### src/rtl/reg_dump_reader_pkg.sv
`default_nettype none
// ============================================================================
// Module   : reg_dump_reader_pkg
// Brief    : Shared defaults and state encoding for the register-file debug
//            dump reader (also used by the register file and datapath mux).
// Revision : 1.0
// ============================================================================
package reg_dump_reader_pkg;

    // Register file geometry shared with the datapath
    localparam int c_NUM_REGS     = 8;
    localparam int c_DATA_WIDTH   = 16;
    localparam int c_ADDR_WIDTH   = 3;
    localparam int c_HALT_TIMEOUT = 255;

    // Dump sequencer state encoding
    localparam int c_STATE_W = 3;
    typedef logic [c_STATE_W-1:0] state_t;

    localparam state_t c_ST_IDLE      = 3'd0;
    localparam state_t c_ST_HALT_WAIT = 3'd1;
    localparam state_t c_ST_READ      = 3'd2;
    localparam state_t c_ST_SEND_LO   = 3'd3;
    localparam state_t c_ST_SEND_HI   = 3'd4;
    localparam state_t c_ST_FINISH    = 3'd5;

endpackage
`default_nettype wire

### src/rtl/reg_dump_reader_if.sv
`default_nettype none
// ============================================================================
// Module   : reg_dump_reader_if
// Brief    : Valid/ready word stream carrying a register value and its index
//            from the dump reader (master) to the debug/UART path (slave).
// Revision : 1.0
// ============================================================================
interface reg_dump_reader_if
    import reg_dump_reader_pkg::*;
#(
    parameter int DATA_WIDTH = c_DATA_WIDTH,
    parameter int ADDR_WIDTH = c_ADDR_WIDTH
);

    logic                  outValid;
    logic                  outReady;
    logic [DATA_WIDTH-1:0] outData;
    logic [ADDR_WIDTH-1:0] outIndex;

    modport master (
        output outValid,
        output outData,
        output outIndex,
        input  outReady
    );

    modport slave (
        input  outValid,
        input  outData,
        input  outIndex,
        output outReady
    );

endinterface
`default_nettype wire

### src/rtl/reg_dump_reader_halt_timeout_counter.sv
`default_nettype none
// ============================================================================
// Module   : halt_timeout_counter
// Brief    : Saturating cycle counter for the CPU halt handshake; flags
//            expiry once the count reaches HALT_TIMEOUT.
// Revision : 1.0
// ============================================================================
module halt_timeout_counter #(
    parameter int HALT_TIMEOUT = 255
) (
    input  logic clock,
    input  logic resetN,
    input  logic clear,
    input  logic enable,
    output logic expired
);

    localparam int c_CNT_W = (HALT_TIMEOUT > 0) ? $clog2(HALT_TIMEOUT + 1) : 1;
    localparam logic [c_CNT_W-1:0] c_LIMIT = c_CNT_W'(HALT_TIMEOUT);
    localparam logic [c_CNT_W-1:0] c_ONE   = c_CNT_W'(1);

    logic [c_CNT_W-1:0] r_count;

    assign expired = (r_count == c_LIMIT);

    // Count waiting cycles; hold at the limit so the expired flag stays up
    always_ff @(posedge clock) begin
        if (!resetN) begin
            r_count <= '0;
        end else if (clear) begin
            r_count <= '0;
        end else if (enable && !expired) begin
            r_count <= r_count + c_ONE;
        end
    end

endmodule
`default_nettype wire

### src/rtl/reg_dump_reader.sv
`default_nettype none
// ============================================================================
// Module   : reg_dump_reader
// Brief    : Halts the CPU, reads the register file two registers at a time
//            through its combinational read ports and streams every register
//            out as an (index, value) word over a valid/ready interface.
// Revision : 1.0
// ============================================================================
module reg_dump_reader
    import reg_dump_reader_pkg::*;
#(
    parameter int NUM_REGS     = c_NUM_REGS,
    parameter int DATA_WIDTH   = c_DATA_WIDTH,
    parameter int ADDR_WIDTH   = c_ADDR_WIDTH,
    parameter int HALT_TIMEOUT = c_HALT_TIMEOUT
) (
    input  logic                  clock,
    input  logic                  resetN,
    input  logic                  start,
    output logic                  haltReq,
    input  logic                  haltAck,
    output logic [ADDR_WIDTH-1:0] readReg1,
    output logic [ADDR_WIDTH-1:0] readReg2,
    input  logic [DATA_WIDTH-1:0] readData1,
    input  logic [DATA_WIDTH-1:0] readData2,
    reg_dump_reader_if.master     outBus,
    output logic                  busy,
    output logic                  done,
    output logic                  timeoutErr
);

    // Pairs are addressed as {pair, 0} and {pair, 1}
    localparam int c_PAIR_W = ADDR_WIDTH - 1;
    localparam logic [c_PAIR_W-1:0] c_LAST_PAIR = c_PAIR_W'(NUM_REGS / 2 - 1);
    localparam logic [c_PAIR_W-1:0] c_PAIR_ONE  = c_PAIR_W'(1);

    state_t                r_state;
    logic [c_PAIR_W-1:0]   r_pair;
    logic [DATA_WIDTH-1:0] r_hiData;
    logic                  r_haltReq;
    logic                  r_busy;
    logic                  r_done;
    logic                  r_timeoutErr;
    logic                  r_outValid;
    logic [DATA_WIDTH-1:0] r_outData;
    logic [ADDR_WIDTH-1:0] r_outIndex;

    logic                  w_timerClear;
    logic                  w_timerEnable;
    logic                  w_timerExpired;

    assign w_timerEnable = (r_state == c_ST_HALT_WAIT);
    assign w_timerClear  = !w_timerEnable;

    halt_timeout_counter #(
        .HALT_TIMEOUT (HALT_TIMEOUT)
    ) u_haltTimer (
        .clock   (clock),
        .resetN  (resetN),
        .clear   (w_timerClear),
        .enable  (w_timerEnable),
        .expired (w_timerExpired)
    );

    // Register-file read addresses are only driven during the single READ cycle
    always_comb begin
        readReg1 = '0;
        readReg2 = '0;
        if (r_state == c_ST_READ) begin
            readReg1 = {r_pair, 1'b0};
            readReg2 = {r_pair, 1'b1};
        end
    end

    // Dump sequencer with registered handshake, status and stream outputs.
    // The low word is loaded straight into the output register at READ; only
    // the high word needs a separate holding register until SEND_HI.
    always_ff @(posedge clock) begin
        if (!resetN) begin
            r_state      <= c_ST_IDLE;
            r_pair       <= '0;
            r_hiData     <= '0;
            r_haltReq    <= 1'b0;
            r_busy       <= 1'b0;
            r_done       <= 1'b0;
            r_timeoutErr <= 1'b0;
            r_outValid   <= 1'b0;
            r_outData    <= '0;
            r_outIndex   <= '0;
        end else begin
            r_done <= 1'b0;
            case (r_state)
                c_ST_IDLE: begin
                    if (start) begin
                        r_state      <= c_ST_HALT_WAIT;
                        r_haltReq    <= 1'b1;
                        r_busy       <= 1'b1;
                        r_timeoutErr <= 1'b0;
                        r_pair       <= '0;
                    end
                end
                c_ST_HALT_WAIT: begin
                    if (haltAck) begin
                        r_state <= c_ST_READ;
                    end else if (w_timerExpired) begin
                        r_state      <= c_ST_IDLE;
                        r_timeoutErr <= 1'b1;
                        r_haltReq    <= 1'b0;
                        r_busy       <= 1'b0;
                    end
                end
                c_ST_READ: begin
                    r_hiData   <= readData2;
                    r_outData  <= readData1;
                    r_outIndex <= {r_pair, 1'b0};
                    r_outValid <= 1'b1;
                    r_state    <= c_ST_SEND_LO;
                end
                c_ST_SEND_LO: begin
                    if (outBus.outReady) begin
                        r_outData  <= r_hiData;
                        r_outIndex <= {r_pair, 1'b1};
                        r_state    <= c_ST_SEND_HI;
                    end
                end
                c_ST_SEND_HI: begin
                    if (outBus.outReady) begin
                        r_outValid <= 1'b0;
                        if (r_pair == c_LAST_PAIR) begin
                            r_state <= c_ST_FINISH;
                            r_done  <= 1'b1;
                        end else begin
                            r_pair  <= r_pair + c_PAIR_ONE;
                            r_state <= c_ST_READ;
                        end
                    end
                end
                c_ST_FINISH: begin
                    r_haltReq <= 1'b0;
                    r_busy    <= 1'b0;
                    r_state   <= c_ST_IDLE;
                end
                default: begin
                    r_state    <= c_ST_IDLE;
                    r_haltReq  <= 1'b0;
                    r_busy     <= 1'b0;
                    r_outValid <= 1'b0;
                end
            endcase
        end
    end

    assign haltReq         = r_haltReq;
    assign busy            = r_busy;
    assign done            = r_done;
    assign timeoutErr      = r_timeoutErr;
    assign outBus.outValid = r_outValid;
    assign outBus.outData  = r_outData;
    assign outBus.outIndex = r_outIndex;

endmodule
`default_nettype wire

### src/flat_wrapper.sv
// flat-port wrapper written by rule: the top's interface ports become plain ports
module reg_dump_reader_flat import reg_dump_reader_pkg::*;
#(
    parameter int NUM_REGS     = c_NUM_REGS,
    parameter int DATA_WIDTH   = c_DATA_WIDTH,
    parameter int ADDR_WIDTH   = c_ADDR_WIDTH,
    parameter int HALT_TIMEOUT = c_HALT_TIMEOUT
)
  (clock, resetN, start, haltReq, haltAck, readReg1, readReg2, readData1, readData2, busy, done, timeoutErr, outBus_outValid, outBus_outData, outBus_outIndex, outBus_outReady);
  reg_dump_reader_if #(.DATA_WIDTH(DATA_WIDTH), .ADDR_WIDTH(ADDR_WIDTH)) outBus_i ();
  input  logic clock;
  input  logic resetN;
  input  logic start;
  output logic haltReq;
  input  logic haltAck;
  output logic [ADDR_WIDTH-1:0] readReg1;
  output logic [ADDR_WIDTH-1:0] readReg2;
  input  logic [DATA_WIDTH-1:0] readData1;
  input  logic [DATA_WIDTH-1:0] readData2;
  output logic busy;
  output logic done;
  output logic timeoutErr;
  output wire logic [$bits(outBus_i.outValid)-1:0] outBus_outValid;
  output wire logic [$bits(outBus_i.outData)-1:0] outBus_outData;
  output wire logic [$bits(outBus_i.outIndex)-1:0] outBus_outIndex;
  input wire logic [$bits(outBus_i.outReady)-1:0] outBus_outReady;
  assign outBus_outValid = outBus_i.outValid;
  assign outBus_outData = outBus_i.outData;
  assign outBus_outIndex = outBus_i.outIndex;
  assign outBus_i.outReady = outBus_outReady;
  reg_dump_reader #(.NUM_REGS(NUM_REGS), .DATA_WIDTH(DATA_WIDTH), .ADDR_WIDTH(ADDR_WIDTH), .HALT_TIMEOUT(HALT_TIMEOUT)) u_core (.clock(clock), .resetN(resetN), .start(start), .haltReq(haltReq), .haltAck(haltAck), .readReg1(readReg1), .readReg2(readReg2), .readData1(readData1), .readData2(readData2), .outBus(outBus_i), .busy(busy), .done(done), .timeoutErr(timeoutErr));
endmodule
### config.mk
export PLATFORM = sky130hd
export DESIGN_NAME = reg_dump_reader_flat
export DESIGN_NICKNAME = d
export VERILOG_FILES = /design/src/rtl/reg_dump_reader_pkg.sv /design/src/rtl/reg_dump_reader_if.sv /design/src/rtl/reg_dump_reader_halt_timeout_counter.sv /design/src/rtl/reg_dump_reader.sv /design/src/flat_wrapper.sv
export SDC_FILE = /design/constraint.sdc
export NUM_CORES = 1
export LEC_CHECK = 0
export CAP_MARGIN = 15
export CELL_PAD_IN_SITES_DETAIL_PLACEMENT = 1
export CELL_PAD_IN_SITES_GLOBAL_PLACEMENT = 2
export CORE_UTILIZATION = 30
export CTS_CLUSTER_DIAMETER = 80
export DETAILED_ROUTE_END_ITERATION = 10
export PLACE_DENSITY = 0.94
export SLEW_MARGIN = 20
export SYNTH_ARGS = -nofsm -noshare
export SYNTH_HDL_FRONTEND = slang
export SYNTH_SLANG_ARGS = --single-unit
### constraint.sdc
create_clock -name clock -period 3.4 [get_ports clock]
set_input_delay 0.68 -clock clock [delete_from_list [all_inputs] [get_ports clock]]
set_output_delay 0.68 -clock clock [all_outputs]
set_load 0.1 [all_outputs]
==> impl_metrics.py, run 1 <==
metrics = {
    "outcome": {
        "status": "finished, final reports clean",
    },
    "floorplan": {
        "start_util": 0.313,
        "core_area_mm2": 0.00781,
        "die_h_um": 92.3,
        "rows": 32,
        "ios": 67,
        "dieWidth_um": 92.3,
        "dieArea_mm2": 0.00851,
    },
    "cells_and_area": {
        "antenna_cells": 0,
        "multiInputGateArea_mm2": 0.00118,
        "syn2layout_area_growth_pct": 34.5,
        "fin_area_mm2": 0.00329,
        "nets": 365,
        "seqCellArea_mm2": 0.00104,
        "fillers": 893,
        "stdcell_count": 429,
        "drive_above_1_share": 0.104,
    },
    "placed_design": {
        "place.detailed.hpwl_um": 4630,
        "post-place-cells": 421,
        "gp_congestion": 0.728,
        "port_buffers": 65,
        "placed_area_mm2": 0.00317,
    },
    "pwr": {
        "leakage_nw": 1.14,
        "seqPwrFrac": 0.440,
        "p_per_area_mw_per_mm2": 457,
        "clockPowerShare": 0.296,
        "pwr-share-comb": 0.264,
        "ir_worst_vdd_uv": 202,
        "p_sw_frac": 0.337,
        "switchingPower_uw": 506,
        "p_int_uw": 995,
    },
    "routing": {
        "wl_um": 6580,
        "firstDrtPassIters": 4,
        "wire_per_inst_um": 15.3,
        "drc_errors": 0,
        "drtIter0Drc": 82,
        "viasPerCell": 5.14,
        "antenna_left": 0,
        "vias": 2204,
    },
    "worst_setup_path": {
        "crit_chain": "nor3b_4 -> and2_1 -> buf_12",
        "cp-start-kind": "flop",
        "cp_slowest_stage_delay_ps": 620,
        "cp-end-kind": "primary output",
        "path_max_fanout": 14,
        "critPathRequiredTime_ps": 2720,
        "arrival_ps": 1890,
        "path_class": "reg -> out",
        "crit_slowest_cell": "dfxtp_1",
    },
    "yosys": {
        "avgSynthCellArea_um2": 8.92,
        "synthFlopType": "dfxtp_1",
        "yosysTopAreaCell": "dfxtp_1",
        "yosys_register_bits": 52,
        "synthCells": 274,
        "yosysSeqAreaShare": 0.426,
        "async_reset_ff_frac": 0,
        "yosysTopAreaCellShare": 0.426,
        "synth.area.top_cells": "dfxtp_1 43%, mux2i_1 7.8%, nor2_1 5.7%, a31oi_1 5.1%, o221a_1 5.1%",
        "ys_types": 41,
        "yosys_warnings": 0,
        "synth_nets": 313,
        "synth_edf_count": 0,
        "synth_area_mm2": 0.00244,
    },
    "clock_tree": {
        "numCtsBuffers": 5,
        "clkSinkCount": 52,
        "root_buffer": "clkbuf_8",
        "post-cts-setup-buffers": 0,
        "clk_latency_ps": 320,
        "cts.clk_slew.worst_paths_ps": 110,
        "ctsHtreeMaxLevel": 2,
        "clk_path_buf_depth": 2,
        "cts_hold_buf": 0,
        "cts_tree": "built",
        "cts_resized": 0,
    },
    "timing": {
        "setup_viol": 0,
        "rsz0062_at_grt": "no",
        "fin_tns_setup_ps": 0,
        "fmax_mhz": 389,
        "drv_slew": 0,
        "period_share": 0.756,
        "max-slew-margin-rel": 0.346,
        "finalHoldViolCount": 0,
        "finalClockSkew_ps": 9.49,
        "min_period_ps": 2570,
        "worst_pin_slew_ps": 978,
    },
    "global_route": {
        "antenna_found_initial": 0,
        "grt_use_total": 0.161,
        "grt_pass1_vias": 2137,
        "grt_pass1_wl_um": 10700,
        "gr-total-overflow": 0,
        "grt_max_degree": 44,
    },
    "flow_run": {
        "cap_violations": 0,
    },
    "hold_path": {
        "hold_path.class": "reg -> reg",
    },
}
## routing by layer
| layer | GRT usage | wire length (um) | share of wire | vias to the layer above |
|---|---|---|---|---|
| met3 | 0.0323 | 235 | 0.036 | 6 |
| met5 | 0 | 0 | 0 | - |
| li1 | - | - | - | 1071 |
| met2 | 0.264 | 3030 | 0.46 | 52 |
| met4 | 0.0547 | 96 | 0.015 | 0 |
| met1 | 0.212 | 3220 | 0.49 | 1075 |
## registers in the layout (all words and copies together) (netlist names)
register                    cells
u_core.r_hiData                16
u_core.outBus.outIndex          3
u_core.r_state                  3
u_core.done                     1
u_core.u_haltTimer.r_count      8
u_core.outBus.outData          16
u_core.timeoutErr               1
u_core.outBus.outValid          1
u_core.r_pair                   2
u_core.haltReq                  1
## power groups by stage
stage                     clock, mW  sequential [mW]  combinational, mW
after floorplan                   0            0.794              0.164
after global placement            0            0.674              0.392
after detailed placement          0            0.674              0.398
after CTS                     0.462            0.661              0.398
after global routing          0.482            0.665              0.420
final                         0.444            0.661              0.396
## placed cells by master (no fill, tap or decap), types with 6 or more instances in the layout
| cell type | Yosys | routed |
|---|---|---|
| nand3_1 | 9 | 9 |
| dfxtp_1 | 52 | 52 |
| inv_1 | 21 | 21 |
| clkdlybuf4s50_1 | 0 | 56 |
| nor2_1 | 37 | 37 |
| a31oi_1 | 20 | 20 |
| nand2_1 | 7 | 7 |
| o221a_1 | 11 | 11 |
| nor3_1 | 9 | 9 |
| a21oi_1 | 9 | 9 |
| nand2b_1 | 6 | 6 |
| o221a_2 | 6 | 6 |
| buf_4 | 6 | 11 |
| mux2i_1 | 19 | 19 |
## area by class of cell
cell class / count / area share
clock buffers: 5 / 0.0209
clock inverters: 3 / 0.0141
inverters: 21 / 0.0240
multi-input cells: 174 / 0.359
flip-flops and latches: 52 / 0.317
well taps: 102 / 0.0388
repair buffers: 72 / 0.226
## cell usage after synthesis (4+ instances only)
cell type / number
dfxtp_1: 52
mux2i_1: 19
o221a_2: 6
nand2_1: 7
a21oi_1: 9
o21ai_0: 4
nand2b_1: 6
buf_4: 6
nor2_1: 37
buf_2: 9
inv_1: 21
nor3_1: 9
clkbuf_1: 10
a31oi_1: 20
nand3_1: 9
a211oi_1: 5
o221a_1: 11
## kinds of logic (layout without fill, tap and decap cells)
| kind of cell | Yosys count | in the layout | synth area share |
|---|---|---|---|
| multiplexers | 19 | 19 | 0.0778 |
| AND/OR/NAND/NOR | 88 | 88 | 0.190 |
| adder cells (fa/ha/maj) | 2 | 2 | 0.0102 |
| other | 1 | 1 | 0.00153 |
| buffers and inverters | 48 | 101 | 0.0937 |
| flip-flops | 52 | 52 | 0.426 |
| AO/OA/AOI/OAI | 64 | 64 | 0.201 |
## critical path: cells and delay by family (launching register included)
kind / cells / cell delay [ps]
buffers and inverters: 1 / 210
flip-flops: 1 / 620
AND/OR/NAND/NOR: 2 / 740
## worst paths after layout
path	start	endpoint	slack, ps	depth (start not counted)
worst min register to register	u_core.r_hiData[2]	u_core.r_hiData[2]	500	2
worst max-delay path	u_core.r_state[1]	readReg2[1]	830	3
worst max register to register	u_core.r_state[2]	u_core.outBus.outData[3]	1270	3
worst min-delay path	u_core.r_hiData[2]	u_core.r_hiData[2]	500	2
## metrics by stage
| step | utilization | hold slack [ps] | worst slack, ps | total power, mW |
|---|---|---|---|---|
| floorplan | - | 460 | 404 | 0.958 |
| global placement | 0.406 | 474 | 1140 | 1.07 |
| detailed placement | 0.406 | 485 | 1060 | 1.07 |
| CTS | 0.421 | 510 | 811 | 1.52 |
| global route | 0.421 | 537 | 718 | 1.57 |
| finish | 0.421 | 505 | 831 | 1.50 |
No activity file was read; power rests on OpenSTA's default activity.
==> run 2: changes to the inputs <==
CORE_UTILIZATION = 25   (was 30)
PLACE_DENSITY = 0.85   (was 0.94)
clock period = 2.25 ns   (was 3.4 ns; I/O delays follow)
==> impl_metrics.py, run 2 (synthesis gave the netlist of run 1 again) <==
metrics = {
    "outcome": {
        "status": "finished, final reports clean",
    },
    "global_route": {
        "gr-total-overflow": 0,
        "grt_pass1_wl_um": 10700,
        "use_met1": 0.164,
        "met2_usage": 0.233,
        "grt_pass1_vias": 2227,
        "grt_use_total": 0.135,
        "antenna_found_initial": 0,
        "grt-busiest-layer": "met2",
        "grt_use_met3": 0.0312,
        "grt_max_degree": 38,
    },
    "placed_design": {
        "place.detailed.hpwl_um": 4710,
        "port_buffers": 65,
        "gp_congestion": 0.724,
    },
    "timing": {
        "min_period_ps": 2050,
        "fmax_mhz": 487,
        "setup_viol": 0,
        "finalClockSkew_ps": 7.15,
        "fin_tns_setup_ps": 0,
        "worst_pin_slew_ps": 602,
        "period_share": 0.913,
        "drv_slew": 0,
        "finalHoldViolCount": 0,
        "rsz0062_at_grt": "no",
        "max-slew-margin-rel": 0.598,
    },
    "clock_tree": {
        "cts_tree": "built",
        "root_buffer": "clkbuf_8",
        "cts_hold_buf": 0,
        "cts_resized": 0,
        "clk_path_buf_depth": 2,
        "ctsHtreeMaxLevel": 2,
        "clkSinkCount": 52,
        "numCtsBuffers": 5,
        "clk_latency_ps": 310,
        "post-cts-setup-buffers": 0,
        "cts.clk_slew.worst_paths_ps": 100,
    },
    "worst_setup_path": {
        "r2r_cells": 4,
        "cp-end-kind": "primary output",
        "cp-start-kind": "flop",
        "cp_slowest_stage_delay_ps": 510,
        "path_max_fanout": 17,
        "critPathRequiredTime_ps": 1800,
        "arrival_ps": 1600,
        "path_class": "reg -> out",
        "crit_chain": "nor3b_4 -> and2_4 -> buf_12",
        "crit_slowest_cell": "dfxtp_1",
    },
    "floorplan": {
        "dieArea_mm2": 0.0102,
        "die_h_um": 101,
        "start_util": 0.261,
        "dieWidth_um": 101,
        "core_area_mm2": 0.00937,
        "ios": 67,
        "rows": 35,
    },
    "routing": {
        "wl_um": 6410,
        "viasPerCell": 4.69,
        "wire_per_inst_um": 14.0,
        "drc_errors": 0,
        "drtIter0Drc": 73,
        "antenna_left": 0,
        "firstDrtPassIters": 4,
        "vias": 2146,
    },
    "cells_and_area": {
        "drive_above_1_share": 0.176,
        "mostFrequentLayoutCells": "52 x dfxtp_1, 37 x nor2_1, 36 x clkdlybuf4s50_1",
        "utilization": 0.348,
        "antenna_cells": 0,
        "fillers": 1124,
        "nets": 367,
        "syn2layout_area_growth_pct": 33.6,
        "final_common_cell": "dfxtp_1",
    },
    "pwr": {
        "clockPowerShare": 0.257,
        "p_sw_frac": 0.352,
        "p_total_mw": 2.14,
        "p_per_area_mw_per_mm2": 654,
        "p_int_mw": 1.38,
        "switchingPower_uw": 753,
        "seqPwrFrac": 0.467,
        "ir_worst_vdd_uv": 296,
        "pwr-share-comb": 0.277,
        "leakage_nw": 1.18,
    },
    "hold_path": {
        "whs_path_depth": 2,
        "hold_path.class": "reg -> reg",
    },
    "flow_run": {
        "cap_violations": 0,
    },
}
==> run 2: changes by cell type in the layout (fill, tap and decap cells not counted) <==
cell             delta
buf_4              +22
and2_1              -2
inv_6               +1
bufinv_16           -1
inv_8               -1
and2_4              +2
clkinvlp_4          +1
clkdlybuf4s50_1    -20
==> run 2: worst max-delay path, delay by kind of cell (launching register included) <==
kind | cells | cell delay, ps
buffers and inverters | 1 | 170
DFF | 1 | 510
and+or+nand+nor | 2 | 610
==> run 2: worst paths after layout <==
| kind | from | end | slack (ps) |
|---|---|---|---|
| min | u_core.outBus.outIndex[1] | u_core.outBus.outIndex[1] | 500 |
| min reg2reg | u_core.outBus.outIndex[1] | u_core.outBus.outIndex[1] | 500 |
| max | u_core.r_state[2] | readReg1[2] | 200 |
| max reg2reg | u_core.r_state[0] | u_core.outBus.outData[15] | 530 |
==> run 2: stage by stage <==
stage	hold slack [ps]	worst slack, ps	cells	cell area, um^2
final	497	195	458	3260
after global routing	532	103	458	3260
after CTS	504	165	458	3260
after detailed placement	486	379	450	3170
after global placement	476	430	450	3170
after floorplan	460	65.0	274	2450
==> run 2: metal layers <==
metal,share of wire,up-vias
li1,-,1079
met4,0.016,0
met1,0.47,1004
met3,0.048,7
met5,0,-
met2,0.46,56
==> run 2: power by group through the flow <==
stage / sequential (mW) / clock (mW) / combinational (mW)
global placement: 1.02 / 0 / 0.592
finish: 0.996 / 0.548 / 0.591
CTS: 0.998 / 0.582 / 0.599
detailed placement: 1.02 / 0 / 0.598
floorplan: 1.20 / 0 / 0.249
global route: 1.01 / 0.614 / 0.632
==> run 2: layout make-up <==
| cell class | instances | area (um^2) | area share |
|---|---|---|---|
| well taps | 129 | 161 | 0.0494 |
| inverters | 21 | 78.8 | 0.0241 |
| multi-input cells | 174 | 1180 | 0.363 |
| flip-flops and latches | 52 | 1040 | 0.319 |
| clock inverters | 3 | 21.3 | 0.00652 |
| clock buffers | 5 | 68.8 | 0.0211 |
| repair buffers | 74 | 708 | 0.217 |
==> run 3: changes to the inputs <==
CORE_UTILIZATION = 30   (was 25)
PLACE_DENSITY = 0.94   (was 0.85)
clock period = 2.4 ns   (was 2.25 ns; I/O delays follow)
==> impl_metrics.py, run 3 (synthesis gave the netlist of run 1 again) <==
metrics = {
    "hold_path": {
        "min_from": "u_core.outBus.outIndex[1]",
        "hold_path_end": "u_core.outBus.outIndex[1]",
        "whs_path_depth": 2,
        "hold_path.class": "reg -> reg",
    },
    "routing": {
        "viasPerCell": 5.06,
        "firstDrtPassIters": 4,
        "drtIter0Drc": 86,
        "drc_errors": 0,
        "vias": 2176,
        "antenna_left": 0,
        "wire_per_inst_um": 15.4,
        "wl_um": 6640,
    },
    "cells_and_area": {
        "final_common_cell": "dfxtp_1",
        "stdcell_count": 430,
        "syn2layout_area_growth_pct": 31.6,
        "mostFrequentLayoutCells": "52 x dfxtp_1, 37 x nor2_1, 36 x clkdlybuf4s50_1",
        "drive_above_1_share": 0.171,
        "antenna_cells": 0,
        "nets": 366,
        "fin_area_mm2": 0.00322,
    },
    "timing": {
        "max-slew-margin-rel": 0.582,
        "finalClockSkew_ps": 10.4,
        "fin_tns_setup_ps": 0,
        "period_share": 0.908,
        "finalHoldViolCount": 0,
        "worst_pin_slew_ps": 625,
        "fmax_mhz": 459,
        "min_period_ps": 2180,
        "drv_slew": 0,
        "setup_viol": 0,
        "rsz0062_at_grt": "no",
    },
    "worst_setup_path": {
        "cp-end-kind": "primary output",
        "path_max_fanout": 14,
        "r2r_cells": 4,
        "timing.rr.start": "u_core.r_state[0]",
        "regToRegSetupSlack_ps": 730,
        "critPathRequiredTime_ps": 1920,
        "cp-start-kind": "flop",
        "path_class": "reg -> out",
        "arrival_ps": 1700,
        "rr_endpoint": "u_core.haltReq",
    },
    "floorplan": {
        "rows": 32,
        "dieArea_mm2": 0.00851,
        "ios": 67,
        "start_util": 0.313,
        "core_area_mm2": 0.00781,
        "die_h_um": 92.3,
        "dieWidth_um": 92.3,
    },
    "placed_design": {
        "gp_congestion": 0.775,
        "port_buffers": 65,
        "placed_area_mm2": 0.00313,
        "place.detailed.hpwl_um": 4710,
        "post-place-cells": 422,
    },
    "clock_tree": {
        "clk_path_buf_depth": 2,
        "cts.clk_slew.worst_paths_ps": 90,
        "numCtsBuffers": 5,
        "ctsHtreeMaxLevel": 2,
        "clkSinkCount": 52,
        "root_buffer": "clkbuf_8",
        "cts_resized": 0,
        "clk_latency_ps": 310,
        "post-cts-setup-buffers": 0,
        "cts_tree": "built",
        "cts_hold_buf": 0,
    },
    "outcome": {
        "status": "finished, final reports clean",
    },
    "global_route": {
        "met2_usage": 0.279,
        "grt_pass1_wl_um": 11100,
        "grt-busiest-layer": "met2",
        "grt_use_total": 0.164,
        "antenna_found_initial": 0,
        "use_met1": 0.214,
        "grt_use_met3": 0.0332,
        "gr-total-overflow": 0,
        "grt_pass1_vias": 2216,
        "grt_max_degree": 44,
    },
    "pwr": {
        "leakage_nw": 1.17,
        "p_per_area_mw_per_mm2": 619,
        "ir_worst_vdd_uv": 235,
    },
    "flow_run": {
        "cap_violations": 0,
    },
}
[run 3: report_power, final]
group	total [mW]	internal, mW	switching (mW)
combinational	0.557	0.183	0.374
sequential	0.936	0.904	0.0325
clock	0.498	0.209	0.290
[run 3: critical path, cell delays in order (launching register included)]
cell and delay (ps):
dfxtp_1 620, nor3b_4 310, buf_4 270, buf_12 200
[run 3: stage by stage]
stage	worst slack (ps)	hold slack (ps)	power, mW	utilization
after floorplan	-68.2	460	1.36	-
after global placement	541	475	1.51	0.401
after detailed placement	532	484	1.52	0.401
after CTS	236	498	2.01	0.412
after global routing	145	532	2.08	0.412
final	220	492	1.99	0.412
[run 3: cell type report]
cell class	instances	area [um^2]
Timing Repair Buffer	73	701
Fill cell	909	4590
Inverter	21	78.8
Clock buffer	6	72.6
Clock inverter	2	13.8
Sequential cell	52	1040
Tap cell	102	128
Multi-Input combinational cell	174	1180
[run 3: worst max-delay path by stage]
stage	cells past startpoint	end	slack, ps	startpoint
3_3_place_gp	4	u_core.outBus.outData[3]	540	outBus_outReady
3_5_place_dp	4	u_core.outBus.outData[1]	530	outBus_outReady
4_1_cts	3	readReg2[0]	240	u_core.r_state[1]
6_report	3	readReg2[0]	220	u_core.r_state[1]
5_1_grt	3	readReg2[0]	140	u_core.r_state[1]
2_1_floorplan	5	readReg2[1]	-70	u_core.r_state[0]
[run 3: metal layers]
metal  vias to the layer above  share of wire  wire (um)
met5                         -              0          0
met4                         0         0.0089         59
met3                         5          0.046        307
met2                        55           0.48       3180
met1                      1049           0.47       3100
li1                       1067              -          -
